==> src/rtl/wb_data_mem_bridge.sv <==
`default_nettype none
// ============================================================================
// Module : wb_data_mem_bridge
// Brief  : Core data-memory port to single Wishbone classic transactions.
// Rev    : 1.0
// ============================================================================
module wb_data_mem_bridge #(
  parameter int                    DATA_WIDTH     = 32,
  parameter int                    TIMEOUT_CYCLES = 255,
  parameter logic [DATA_WIDTH-1:0] ERR_RDATA      = '0
) (
  input  logic                    clk,
  input  logic                    rst_n,
  input  logic                    req_i,
  input  logic [DATA_WIDTH-1:0]   raddr_i,
  input  logic [DATA_WIDTH-1:0]   waddr_i,
  input  logic [DATA_WIDTH-1:0]   wdata_i,
  input  logic [DATA_WIDTH/8-1:0] wmask_i,
  output logic [DATA_WIDTH-1:0]   rdata_o,
  output logic                    done_o,
  output logic                    err_o,
  output logic                    cyc_o,
  output logic                    stb_o,
  output logic                    we_o,
  output logic [DATA_WIDTH-1:0]   addr_o,
  output logic [DATA_WIDTH-1:0]   dat_o,
  output logic [DATA_WIDTH/8-1:0] sel_o,
  input  logic [DATA_WIDTH-1:0]   dat_i,
  input  logic                    ack_i,
  input  logic                    err_i
);

  localparam int CNT_W = (TIMEOUT_CYCLES > 1) ? $clog2(TIMEOUT_CYCLES) : 1;
  localparam logic [CNT_W-1:0] c_cnt_last = CNT_W'(TIMEOUT_CYCLES - 1);

  typedef enum logic [1:0] {
    IDLE = 2'd0,
    BUS  = 2'd1,
    RESP = 2'd2,
    HOLD = 2'd3
  } state_t;

  state_t            r_state;
  logic [CNT_W-1:0]  r_count;
  logic              w_we;
  logic              w_timeout;
  logic [DATA_WIDTH-1:0] w_addr;

  assign w_we      = |wmask_i;
  assign w_addr    = w_we ? waddr_i : raddr_i;
  // A zero timeout disables the bound entirely; the counter simply wraps.
  assign w_timeout = (TIMEOUT_CYCLES != 0) && (r_count == c_cnt_last);

  always_ff @(posedge clk or negedge rst_n) begin
    if (!rst_n) begin
      r_state <= IDLE;
      r_count <= '0;
      rdata_o <= '0;
      done_o  <= 1'b0;
      err_o   <= 1'b0;
      cyc_o   <= 1'b0;
      stb_o   <= 1'b0;
      we_o    <= 1'b0;
      addr_o  <= '0;
      dat_o   <= '0;
      sel_o   <= '0;
    end else begin
      case (r_state)
        IDLE: begin
          done_o <= 1'b0;
          err_o  <= 1'b0;
          if (req_i) begin
            we_o    <= w_we;
            addr_o  <= {w_addr[DATA_WIDTH-1:2], 2'b00};
            dat_o   <= wdata_i;
            sel_o   <= w_we ? wmask_i : '1;
            cyc_o   <= 1'b1;
            stb_o   <= 1'b1;
            r_count <= '0;
            r_state <= BUS;
          end
        end
        BUS: begin
          r_count <= r_count + CNT_W'(1);
          if (ack_i) begin
            if (!we_o) rdata_o <= dat_i;
            err_o   <= 1'b0;
            done_o  <= 1'b1;
            cyc_o   <= 1'b0;
            stb_o   <= 1'b0;
            we_o    <= 1'b0;
            r_state <= RESP;
          end else if (err_i || w_timeout) begin
            if (!we_o) rdata_o <= ERR_RDATA;
            err_o   <= 1'b1;
            done_o  <= 1'b1;
            cyc_o   <= 1'b0;
            stb_o   <= 1'b0;
            we_o    <= 1'b0;
            r_state <= RESP;
          end
        end
        RESP: begin
          done_o  <= 1'b0;
          err_o   <= 1'b0;
          r_state <= HOLD;
        end
        HOLD: begin
          // A request still held after completion must not start a new cycle.
          if (!req_i) r_state <= IDLE;
        end
        default: r_state <= IDLE;
      endcase
    end
  end

endmodule
`default_nettype wire

==> config.mk <==
export PLATFORM = sky130hd
export DESIGN_NAME = wb_data_mem_bridge
export DESIGN_NICKNAME = d
export VERILOG_FILES = /design/src/rtl/wb_data_mem_bridge.sv
export SDC_FILE = /design/constraint.sdc
export NUM_CORES = 1
export LEC_CHECK = 0
export ABC_CLOCK_PERIOD_IN_PS = 2200
export CAP_MARGIN = 20
export CORE_MARGIN = 3
export CORE_UTILIZATION = 40
export DETAILED_ROUTE_END_ITERATION = 10
export PLACE_DENSITY = 0.87
export SKIP_CTS_REPAIR_TIMING = 1
export SYNTH_ARGS = -nofsm -noshare
export SYNTH_HDL_FRONTEND = slang
export SYNTH_SLANG_ARGS = --single-unit
==> constraint.sdc <==
create_clock -name clk -period 2.2 [get_ports clk]
set_input_delay 0.44 -clock clk [delete_from_list [all_inputs] [get_ports clk]]
set_output_delay 0.44 -clock clk [all_outputs]
set_load 0.02 [all_outputs]
# Word-level counts from Yosys, hierarchy flattened
# Index checks and enable logic that the tools add are counted.
# totals
reg_bits	112
word_cells	57
# classes
n_eq_ne	9
muxes	24
n_reduce_logical	13
add_sub_neg	1
# op_table
cell	count
32-bit 2-to-1 mux	5
8-bit one-hot mux with 2 select lines	1
8-bit by 1-bit adder with 8-bit output, second input constant	1
8-bit == test, second input constant	1
2-bit 2-to-1 mux	4
8-bit 2-to-1 mux	1
2-bit != test, second input constant	4
1-bit one-hot mux with 2 select lines	4
2-bit one-hot mux with 4 select lines	1
1-bit 2-to-1 mux	7
2-bit AND reduction	3
3-bit AND reduction	2
2-bit nonzero test	3
2-bit == test, second input constant	2
4-bit 2-to-1 mux	1
4-bit AND reduction	1
4-bit OR reduction	1
3-bit != test, second input constant	1
2-bit by 1-bit == test with 1-bit output, second input constant	1
2-bit zero test	1
2-bit OR reduction	1
1-bit logical OR	1

# Logic depth before layout (Yosys ltp)
# logic_depth
depth_word	5
mapped_depth	8

# Least setup slack after synthesis
# Ideal clock, no wire load.
# synth_path
path_kind	register -> register
startpoint	register r_state[0]
endpoint	register dat_o[0]
path_slack_ns	0.480
t_arrival_ns	1.596
path_stages_with_launch	8
n_path_buf	3
cell_sequence	dfrtp_1 > inv_1 > ha_1 > buf_4 > nand2_1 > buf_2 > buf_2 > mux2_2
# synth_between
elab_chain_len	2
# synth_rtl
item	line_no	source
start: declaration	43	state_t r_state;
start signal: assignment	56	r_state <= IDLE;
start signal: assignment	80	r_state <= BUS;
start signal: assignment	92	r_state <= RESP;
2-bit zero test	68	case (r_state)
2-bit AND reduction (no source line)	--	
end signal: assignment	75	dat_o <= wdata_i;
end: declaration	26	output logic [DATA_WIDTH-1:0] dat_o,
# Every way passes these cells.
# A chain may end at the register's enable or synchronous reset.

# Final worst setup path
# layout_path
startpoint	register r_state[1]
endpoint	register r_count[7]
# layout_between
elab_chain_len	3
elab_cells_between_ends	6
# layout_rtl
item	line_no	source
2-bit by 1-bit == test with 1-bit output / 2-bit zero test (equally long branches)	68	
2-bit nonzero test (no source line) / 2-bit != test (equally long branches)	--	
2-bit AND reduction (no source line)	--	
end signal: assignment	84	r_count <= r_count + CNT_W'(1);
end: declaration	44	logic [CNT_W-1:0] r_count;
# Parallel ways exist; a longest one is shown, timed or not.

==> flow_metrics.py <==
metrics = {
    "placed_design": {
        "detailedPlacementHpwl_um": 10100,
        "placement_stage_worst_setup_slack_ns": -0.0369,
        "gp_routability_congestion": 0.804,
        "place.port_buffers": 235,
        "placedCellCount": 736,
    },
    "critical_path": {
        "worstRegToRegCells": 6,
        "crit_path_cell_trace": "inv_1 > ha_1 > mux2i_1 > nor4_1 > xnor2_1 > nor2_1",
        "crit_path_end_kind": "flop",
        "critical_path.max_stage_delay_ns": 0.41,
        "timing.critical_path.buf_inv": 1,
        "kind_of_launch_point_of_the_worst_setup_path": "flop",
        "worstPathArrival_ns": 2.08,
        "worst_path_dominant_cell_family": "simple AND/OR/NAND/NOR gates",
        "slowest_stage": "sky130_fd_sc_hd__dfrtp_1",
        "path_depth": 6,
        "crit_path_max_fanout": 10,
        "worst_ep_required_time_ns": 2.42,
        "critical_path_class": "reg -> reg",
    },
    "drt": {
        "route.antenna.remaining_nets": 0,
        "drt_pre_antenna_iters": 4,
        "drt_first_iter_violations": 132,
        "num_vias": 3769,
        "detail_route.wirelength_um": 13300,
        "drc": 0,
        "detail_route.vias_per_cell": 5.01,
        "average_wire_per_standard_cell_um": 17.7,
    },
    "cts": {
        "tritoncts": "done",
        "cts.reportedPaths.clkPinSlew_ns": 0.08,
        "cts-htree-levels": 3,
        "tritoncts_num_sinks": 112,
        "clk_root_buffer_cell": "sky130_fd_sc_hd__clkbuf_16",
        "cts_max_path_buffers": 2,
        "cts_made_buffers": 9,
        "clk-insertion-delay-late_ns": 0.35,
    },
    "synthesis": {
        "summed_instance_area_of_the_synthesized_netlist_um2": 4750,
        "proportion_of_register_bits_with_asynchronous_set_or_reset_after_synthesis_pct": 100,
        "netlist-cell-type-count": 35,
        "postSynth.topFlopCell": "sky130_fd_sc_hd__dfrtp_1",
        "number_of_flops_mapped_to_enable_cells_by_yosys": 0,
        "number_of_flip_flops_and_latches_in_the_synthesized_netlist": 112,
        "syn-mean-instance-area_um2": 12.6,
        "yosys_warnings": 0,
        "ys_seq_area_share_pct": 59.0,
        "netlist_instances": 376,
    },
    "finish": {
        "drive_above_1_share_pct": 11.2,
        "final_core_util_pct": 65.3,
        "final_common_cell": "sky130_fd_sc_hd__clkdlybuf4s50_1",
        "antenna-diode-count": 0,
        "area_growth_pct": 58.5,
        "num-fill-cells": 887,
        "commonest_non_fill_non_tap_cells_in_the_layout": "234 x sky130_fd_sc_hd__clkdlybuf4s50_1, 112 x sky130_fd_sc_hd__dfrtp_1, 42 x sky130_fd_sc_hd__nand2_1, 35 x sky130_fd_sc_hd__o21ai_0, 34 x sky130_fd_sc_hd__mux2_2",
        "final_cells": 752,
        "nets": 747,
    },
    "timing": {
        "setup_repair_after_global_routing_missed_its_margin": "no",
        "finalCritPeriodShare_pct": 84.8,
        "timing.clock.skew_ns": 0.00954,
        "period_needed_ns": 1.87,
        "drv_slew": 0,
        "worst_slack_ns": 0.335,
        "timing_hold_violations_final": 0,
        "finalSetupViolations": 0,
        "max_clock_freq_mhz": 536,
    },
    "grt": {
        "grt_pass1_wl_um": 20500,
        "global_route.usage.total_pct": 19.9,
        "grt_pass1_vias": 3964,
        "grt_start_max_net_pins": 72,
        "initial_antenna_violation_count": 0,
        "overall_overflow_remaining_after_global_route": 0,
    },
    "floorplanning": {
        "fp.dieArea_um2": 13200,
        "floorplan.initialDensity_pct": 41.2,
        "core_region_area_um2": 11500,
        "fp.dieH_um": 115,
        "num_rows": 39,
        "num_io_pins": 242,
        "dieWidth_um": 115,
    },
    "power": {
        "cell_pwr_density_nw_per_um2": 1350,
        "leakage_nw": 3.24,
        "worst_ir_drop_vdd_mv": 0.729,
    },
    "status": {
        "status": "completed",
    },
    "flow_run": {
        "maxCapViolCount": 0,
    },
    "hold_path": {
        "worst_hold_path_type": "in -> async",
    },
}
==> metal layers <==
metal  GRT usage [%]  up-vias  part of all wire [%]
met5               0        -                     0
met4            8.06        0                   2.2
met3            2.79       20                   4.8
met2            37.0      131                    55
met1            22.8     1839                    38
li1                -     1779                     -
==> report_power, final <==
part           switching (W)  total (W)  internal, W
Combinational        0.00244    0.00491      0.00247
Sequential          0.000525    0.00349      0.00297
Clock               0.000749    0.00175      0.00100
Total                0.00371     0.0102      0.00644
==> flip-flops by register name, summed over array words and instances (netlist names) <==
name,cells
err_o,1
we_o,1
done_o,1
stb_o,1
sel_o,4
rdata_o,32
addr_o,30
r_count,8
dat_o,32
r_state,2
==> worst register-to-register path: stages (launching register included) <==
cell,delay (ns)
sky130_fd_sc_hd__dfrtp_1,0.41
sky130_fd_sc_hd__inv_1,0.09
sky130_fd_sc_hd__ha_1,0.40
sky130_fd_sc_hd__mux2i_1,0.26
sky130_fd_sc_hd__nor4_1,0.34
sky130_fd_sc_hd__xnor2_1,0.17
sky130_fd_sc_hd__nor2_1,0.07
==> cell type report <==
type                    instances  area, µm²  share of cell area (%)
flip-flops and latches        112       2800                    37.2
multi-input cells             232       1740                    23.1
inverters                       6       22.5                   0.299
clock inverters                 7       96.3                    1.28
well taps                     143        179                    2.38
repair buffers                243       2460                    32.7
clock buffers                   9        225                    2.99
==> stage by stage <==
| stage | hold slack [ns] | instance area [µm²] | TNS (ns) | total power (W) |
|---|---|---|---|---|
| 2_1_floorplan | 0.144 | 4750 | 0 | 0.00605 |
| 3_3_place_gp | 0.422 | 7200 | 0 | 0.00827 |
| 3_5_place_dp | 0.430 | 7200 | -0.0369 | 0.00846 |
| 4_1_cts | 0.0529 | 7520 | 0 | 0.0103 |
| 5_1_grt | 0.0703 | 7520 | 0 | 0.0107 |
| 6_report | 0.0425 | 7520 | 0 | 0.0102 |
==> path summary, 6_finish.rpt <==
kind                       slack [ns]        from           to
max                              0.33  r_state[1]   r_count[7]
min                              0.04       rst_n  rdata_o[21]
max reg2reg                      0.33  r_state[1]   r_count[7]
min reg2reg                      0.49  addr_o[15]   addr_o[15]
max in group asynchronous        1.46       rst_n   r_count[7]
min in group clk                 0.49  addr_o[15]   addr_o[15]
==> synthesized netlist by cell type, types with 2 or more instances <==
cell type                  instances  area share, %
sky130_fd_sc_hd__xor2_1            2           0.37
sky130_fd_sc_hd__buf_6            10            2.4
sky130_fd_sc_hd__a22o_1           32            5.9
sky130_fd_sc_hd__clkbuf_1          7           0.55
sky130_fd_sc_hd__nor2_1           13            1.0
sky130_fd_sc_hd__o21ai_0          35            3.7
sky130_fd_sc_hd__dfrtp_1         112             59
sky130_fd_sc_hd__nand2_1          43            3.4
sky130_fd_sc_hd__inv_1             6           0.47
sky130_fd_sc_hd__o21ai_1           3           0.32
sky130_fd_sc_hd__nor4_1            3           0.40
sky130_fd_sc_hd__mux2_2           34            8.1
sky130_fd_sc_hd__ha_1              6            1.6
sky130_fd_sc_hd__nand4_1           2           0.26
sky130_fd_sc_hd__mux2i_1          33            7.0
sky130_fd_sc_hd__nand3_1           4           0.42
sky130_fd_sc_hd__buf_4             5           0.79
sky130_fd_sc_hd__a22o_2            2           0.42
sky130_fd_sc_hd__xnor2_1           3           0.55
sky130_fd_sc_hd__buf_2             5           0.53
sky130_fd_sc_hd__a21oi_1           2           0.21
==> logic make-up after synthesis <==
group / Yosys count / share of synthesized area (%)
fa+ha+maj: 6 / 1.58
mux: 67 / 15.0
compound gates: 81 / 11.8
simple gates: 71 / 6.85
flops: 112 / 59.0
other cells: 1 / 0.0790
buf+inv: 33 / 4.72
xor+xnor: 5 / 0.922
Note: power is estimated with default switching activity, not from simulation.
